[src/rtl/mips_mem_pkg.sv]
// Shared definitions for the MIPS memory access sequencer: FSM state
// encoding, alignment mask, wait-counter width and an alignment helper.
package mips_mem_pkg;

  typedef enum logic [1:0] {
    IDLE    = 2'd0,
    RD_WAIT = 2'd1,
    WR_WAIT = 2'd2,
    RESP    = 2'd3
  } mem_state_t;

  // Low address bits that must be zero for a word access.
  localparam logic [1:0] WORD_ALIGN_MASK = 2'b11;

  // Width of the shared wait counter (latencies 1..15 load 0..14).
  localparam int LAT_W = 4;

  // True when a byte address is not on a 32-bit word boundary.
  function automatic logic is_misaligned(input logic [31:0] addr);
    return ((addr[1:0] & WORD_ALIGN_MASK) != 2'b00);
  endfunction

endpackage

[src/rtl/latency_counter.sv]
// Down-counter shared by the read and write wait states. It is loaded with
// (latency - 1) when a request is accepted, counts down while the FSM waits,
// and reports zero on the cycle the access completes.
module latency_counter
  import mips_mem_pkg::*;
#(
  parameter int W = LAT_W
) (
  input  logic         Clk,
  input  logic         Reset_signal,
  input  logic         load,
  input  logic [W-1:0] load_val,
  input  logic         dec,
  output logic         zero
);

  logic [W-1:0] cnt_r;

  // Count register: reset, load on accept, otherwise saturating decrement.
  always_ff @(posedge Clk) begin
    if (Reset_signal) begin
      cnt_r <= {W{1'b0}};
    end else if (load) begin
      cnt_r <= load_val;
    end else if (dec && (cnt_r != {W{1'b0}})) begin
      cnt_r <= cnt_r - {{(W-1){1'b0}}, 1'b1};
    end else begin
      cnt_r <= cnt_r;
    end
  end

  assign zero = (cnt_r == {W{1'b0}});

endmodule

[src/rtl/mem_access_ctrl.sv]
// Multicycle memory access sequencer. Accepts one read or write request at a
// time from the control FSM, drives the unified memory port for a fixed
// latency and returns a single-cycle response pulse. Misaligned addresses are
// answered with an error response without touching memory.
module mem_access_ctrl
  import mips_mem_pkg::*;
#(
  parameter int READ_LATENCY  = 2,
  parameter int WRITE_LATENCY = 1
) (
  input  logic        Clk,
  input  logic        Reset_signal,
  input  logic        req_valid,
  input  logic        req_wr,
  input  logic [31:0] req_addr,
  input  logic [31:0] req_wdata,
  output logic        req_ready,
  output logic        resp_valid,
  output logic        resp_err,
  output logic [31:0] resp_rdata,
  output logic        busy,
  output logic [31:0] mem_addr,
  output logic [31:0] mem_wdata,
  output logic        mem_wr,
  input  logic [31:0] mem_rdata
);

  // Counter load values: the access completes on the edge where the
  // counter reads zero, so a latency of N loads N-1.
  localparam logic [LAT_W-1:0] RD_LOAD = LAT_W'(READ_LATENCY - 1);
  localparam logic [LAT_W-1:0] WR_LOAD = LAT_W'(WRITE_LATENCY - 1);

  mem_state_t       state_r;
  logic             misaligned_s;
  logic             accept_s;
  logic             cnt_load_s;
  logic [LAT_W-1:0] cnt_load_val_s;
  logic             cnt_dec_s;
  logic             cnt_zero_s;

  assign misaligned_s = is_misaligned(req_addr);
  assign accept_s     = (state_r == IDLE) && req_valid;

  // Counter control: load on an aligned accept, count down while waiting.
  always_comb begin
    cnt_load_s     = 1'b0;
    cnt_load_val_s = RD_LOAD;
    cnt_dec_s      = 1'b0;
    if (accept_s && !misaligned_s) begin
      cnt_load_s = 1'b1;
      if (req_wr) begin
        cnt_load_val_s = WR_LOAD;
      end else begin
        cnt_load_val_s = RD_LOAD;
      end
    end else begin
      cnt_load_s = 1'b0;
    end
    if ((state_r == RD_WAIT) || (state_r == WR_WAIT)) begin
      cnt_dec_s = 1'b1;
    end else begin
      cnt_dec_s = 1'b0;
    end
  end

  latency_counter #(
    .W(LAT_W)
  ) u_latency_counter (
    .Clk          (Clk),
    .Reset_signal (Reset_signal),
    .load         (cnt_load_s),
    .load_val     (cnt_load_val_s),
    .dec          (cnt_dec_s),
    .zero         (cnt_zero_s)
  );

  // Sequencer FSM together with the registered memory and response fields.
  always_ff @(posedge Clk) begin
    if (Reset_signal) begin
      state_r    <= IDLE;
      mem_addr   <= 32'h0000_0000;
      mem_wdata  <= 32'h0000_0000;
      resp_rdata <= 32'h0000_0000;
      resp_err   <= 1'b0;
    end else begin
      case (state_r)
        IDLE: begin
          if (req_valid) begin
            if (misaligned_s) begin
              // Answer with an error; memory port registers stay untouched.
              resp_err <= 1'b1;
              state_r  <= RESP;
            end else if (req_wr) begin
              mem_addr  <= req_addr;
              mem_wdata <= req_wdata;
              state_r   <= WR_WAIT;
            end else begin
              mem_addr <= req_addr;
              state_r  <= RD_WAIT;
            end
          end else begin
            state_r <= IDLE;
          end
        end
        RD_WAIT: begin
          if (cnt_zero_s) begin
            resp_rdata <= mem_rdata;
            resp_err   <= 1'b0;
            state_r    <= RESP;
          end else begin
            state_r <= RD_WAIT;
          end
        end
        WR_WAIT: begin
          if (cnt_zero_s) begin
            resp_err <= 1'b0;
            state_r  <= RESP;
          end else begin
            state_r <= WR_WAIT;
          end
        end
        RESP: begin
          state_r <= IDLE;
        end
        default: begin
          state_r <= IDLE;
        end
      endcase
    end
  end

  // Handshake and strobe outputs are pure decodes of the state register.
  assign req_ready  = (state_r == IDLE);
  assign busy       = (state_r != IDLE);
  assign resp_valid = (state_r == RESP);
  assign mem_wr     = (state_r == WR_WAIT);

endmodule

[config.mk]
export PLATFORM = sky130hd
export DESIGN_NAME = mem_access_ctrl
export DESIGN_NICKNAME = d
export VERILOG_FILES = /design/src/rtl/mips_mem_pkg.sv /design/src/rtl/latency_counter.sv /design/src/rtl/mem_access_ctrl.sv
export SDC_FILE = /design/constraint.sdc
export NUM_CORES = 1
export LEC_CHECK = 0
export ABC_AREA = 1
export CORE_MARGIN = 2
export CORE_UTILIZATION = 43
export DETAILED_ROUTE_END_ITERATION = 10
export PLACE_DENSITY = 0.86
export SLEW_MARGIN = 20
export SYNTH_ARGS = -nofsm -noshare
export SYNTH_HDL_FRONTEND = slang
export SYNTH_SLANG_ARGS = --single-unit
[constraint.sdc]
create_clock -name Clk -period 3.77 [get_ports Clk]
set_clock_uncertainty 0.05 [all_clocks]
set_input_delay 0.9425 -clock Clk [delete_from_list [all_inputs] [get_ports Clk]]
set_output_delay 0.9425 -clock Clk [all_outputs]
set_load 0.02 [all_outputs]
# Word level (Yosys, flattened, before mapping)
# Cells that the tools add are included.
[classes] reduce_logical=17 mux=16 add_sub_neg=1 n_eq_ne=6 n_bitwise=1
[op_table] cell="$mux W1" count=8
[op_table] cell="$mux W2" count=4
[op_table] cell="$mux W4" count=2
[op_table] cell="$pmux W2 S4" count=1
[op_table] cell="$reduce_and A4 Y1" count=2
[op_table] cell="$reduce_bool A2 Y1" count=4
[op_table] cell="$eq A2 B2 Y1 const B" count=2
[op_table] cell="$logic_not A4 Y1" count=1
[op_table] cell="$ne A2 B1 Y1 const B" count=2
[op_table] cell="$reduce_bool A4 Y1" count=1
[op_table] cell="$sub A4 B1 Y4 const B" count=1
[op_table] cell="$logic_and A1 B1 Y1" count=3
[op_table] cell="$reduce_and A3 Y1" count=1
[op_table] cell="$eq A2 B1 Y1 const B" count=1
[op_table] cell="$logic_not A2 Y1" count=1
[op_table] cell="$ne A2 B2 Y1 const B" count=1
[op_table] cell="$pmux W1 S2" count=1
[op_table] cell="$reduce_and A2 Y1" count=1
[op_table] cell="$reduce_or A2 Y1" count=1
[op_table] cell="$logic_not A1 Y1" count=1
[op_table] cell="$logic_or A1 B1 Y1" count=1
[op_table] cell="$not A1 Y1" count=1
[word_totals] inputBits=100 output_inout_bits=101 word_cells=47 reg_bits=103

# Depth between registers and ports, before layout
[depth] ltp_word=6 depth_mapped=8 depth_no_buf=8

# By module
# From an unflattened synthesis, not the netlist that was laid out.
[unflattened] cells_unflattened=500 area_unflattened_um2=4161.5
[modules_own_cells] module="mem_access_ctrl" instances=1 area_each_um2=3887.5 cells_each=459 seq_area_each_um2=1981.9
[modules_own_cells] module="latency_counter" instances=1 area_each_um2=274.0 cells_each=41 seq_area_each_um2=80.1

# Worst setup path before layout
# OpenSTA, ideal clock, no wires.
[synth_timing] path_type="reg-to-output" start="register state_r[0]" end="output port busy" setup_slack_ns=1.844 arrival_time_ns=0.934 required_time_ns=2.778 stages_incl_launch_ff=4 path_buffers=0 cell_sequence="dfxtp_1 > inv_1 > ha_1 > inv_1"
[synth_between] elab_chain_cells=1
[synth_lines] element="start: declaration" line_no="mem_access_ctrl.sv:33" rtl="mem_state_t state_r;"
[synth_lines] element="start signal: assignment" line_no="mem_access_ctrl.sv:80" rtl="state_r <= IDLE;"
[synth_lines] element="start signal: assignment" line_no="mem_access_ctrl.sv:92" rtl="state_r <= RESP;"
[synth_lines] element="start signal: assignment" line_no="mem_access_ctrl.sv:96" rtl="state_r <= WR_WAIT;"
[synth_lines] element="$reduce_bool A2 Y1" line_no="mem_access_ctrl.sv:134" rtl="assign busy = (state_r != IDLE);"
[synth_lines] element="end: declaration" line_no="mem_access_ctrl.sv:21" rtl="output logic busy,"
# Every way passes these cells.

# Worst setup path in the final report
# Same ends and word-level chain as after synthesis.

==> metrics.yaml <==
synth_area_leaders: "dfxtp_1 53%, a21oi_1 8.9%, nor2_1 6.6%"
worstHoldPathCells: 2
endpoint_kind: "output port"
grt_pass1_wl_mm: 17.8
hpwl_mm: 7.90
antenna_found_initial: 0
pre_cts_ws_ns: 0.809
maxSlewViolCount: 0
drt-total-wl_mm: 10.9
clkTransAtPathRegs_ns: 0.09
syn_area_sq_um: 3890
routedWlPerCell_microns: 14.0
p_leak_nw: 2.31
num_io_pins: 201
clockRootBuffer: "clkbuf_8"
fp-row-count: 34
synth_top_area_cell: "dfxtp_1"
design_power_total_mw: 2.62
max_slew_margin_pct: 52.2
hold_viol_final: 0
min_period_over_period_pct: 73.3
avgSynthCellArea_sq_um: 8.00
num_antenna_cells: 0
yosysWarnings: 0
finalSetupViolations: 0
die_x_microns: 99.1
grtUsageTotal_pct: 22.0
place_inst: 765
fmax_mhz: 362
drtAntennaViolNets: 0
final_nets: 774
grt-ovfl-total: 0
finalWeightedCongestion: 0.753
ctsHoldBuffers: 0
die_area_sq_um: 9820
vias_per_cell: 4.97
rsz0062_at_grt: "false"
ys_types: 22
core_sq_um: 8760
num_vias: 3881
startpoint_type: "register"
final_cells: 781
numPortBuffers: 200
crit_required_ns: 2.78
arrival_ns: 1.77
die_y_microns: 99.1
layout-drive-gt1-share_pct: 3.71
cts_sinks: 103
powerDensity_nw_per_um2: 432
post-route-drc-count: 0
tightest_slew_ns: 0.714
yosys_register_bits: 103
first_global_vias: 3834
fin_ws_ns: 1.01
syn_inst: 486
r2r_cells: 7
synth-seq-area-share_pct: 53.0
mappedNetlistNets: 592
worst_ir_drop_vdd_v: 0.000204
min_period_ns: 2.76
critPathKind: "register to output port"
dr.pass1.iters: 4
tns_ns: 0
grt_max_degree: 66
cts_tree: "built"
final_core_utilization_pct: 69.1
syn_to_final_growth_pct: 55.8
drt_iter0_drc: 130
initial_core_util_pct: 44.4
hp-class: "register to register"
cts_resized: 0
cap_violations: 0
htreeDepth: 3
cts_max_path_buffers: 2
insertion_delay_ns: 0.34
numCtsBuffers: 9
post_cts_buffers: 0
cp_max_fo: 6
yosysTopAreaCellShare_pct: 53.0
run_status: "finished clean"
-- worst paths after layout --
check,start,to,slack (ns)
setup / recovery,state_r[0],busy,1.01
hold / removal,mem_addr[0],mem_addr[0],0.39
setup reg to reg,state_r[0],mem_wdata[11],1.56
hold reg to reg,mem_addr[0],mem_addr[0],0.39
-- synth_stat cells --
| cell | instances |
|---|---|
| a21oi_1 | 69 |
| buf_1 | 1 |
| buf_2 | 9 |
| buf_4 | 5 |
| buf_6 | 6 |
| clkbuf_1 | 11 |
| clkbuf_2 | 2 |
| dfxtp_1 | 103 |
| ha_1 | 6 |
| inv_1 | 48 |
| inv_2 | 1 |
| nand2_1 | 47 |
| nand2_2 | 1 |
| nand2_4 | 1 |
| nand3_1 | 38 |
| nand4_1 | 2 |
| nor2_1 | 68 |
| nor2_8 | 1 |
| o211ai_1 | 1 |
| o21ai_0 | 42 |
| o21ai_1 | 21 |
| o21bai_1 | 3 |
-- layout by cell type, fill, tap and decap left out, types with 6 or more instances in the layout --
master           instances
nand3_1                 37
a21oi_1                 69
inv_1                   48
o21ai_1                 21
o21ai_0                 42
nand2_1                 47
ha_1                     6
nor2_1                  68
dfxtp_1                103
clkdlybuf4s50_1        200
clkbuf_8                 9
-- critical path: stages, from the launching register on --
cell and delay [ns]:
dfxtp_1 0.37, inv_1 0.10, ha_1 0.30, inv_1 0.08, clkdlybuf4s50_1 0.60
-- registers in the layout, indices dropped and copies added, names as in the netlist --
register and count:
u_latency_counter.cnt_r 4, mem_addr 32, state_r 2, resp_err 1
mem_wdata 32, resp_rdata 32
-- routing by layer --
layer / track usage [%] / vias to the layer above / wire length, microns
li1: - / 1940 / -
met1: 26.5 / 1768 / 4360
met2: 38.1 / 158 / 5550
met3: 5.55 / 15 / 861
met4: 7.59 / 0 / 171
met5: 0 / - / 0
-- cells by family (layout without fill, tap and decap cells) --
family,after synthesis,in the layout,synth area share [%]
and+or+nand+nor,158,158,17.3
AOI/OAI and AO/OA,136,136,17.8
DFF,103,103,53.0
buffers and inverters,83,270,10.0
adders and majority gates,6,6,1.93
-- through the flow --
stage	hold slack (ns)	area [sq um]
after CTS	0.387	6050
after floorplan	0.448	3890
after global placement	0.366	5860
final	0.389	6060
after detailed placement	0.373	5860
after global routing	0.420	6060
-- where the power goes --
part	switching, mW	internal [mW]	total [mW]
clock network	0.362	0.305	0.667
logic	0.367	0.336	0.703
registers	0.0556	1.19	1.25
-- final cells by class --
| cell class | instances | area (sq um) |
|---|---|---|
| Clock buffer | 10 | 128 |
| Tap cell | 108 | 135 |
| Fill cell | 696 | 2700 |
| Multi-Input combinational cell | 300 | 1450 |
| Sequential cell | 103 | 2060 |
| Timing Repair Buffer | 205 | 2040 |
| Clock inverter | 6 | 61.3 |
| Inverter | 49 | 184 |
No activity file was read; power rests on OpenSTA's default activity.
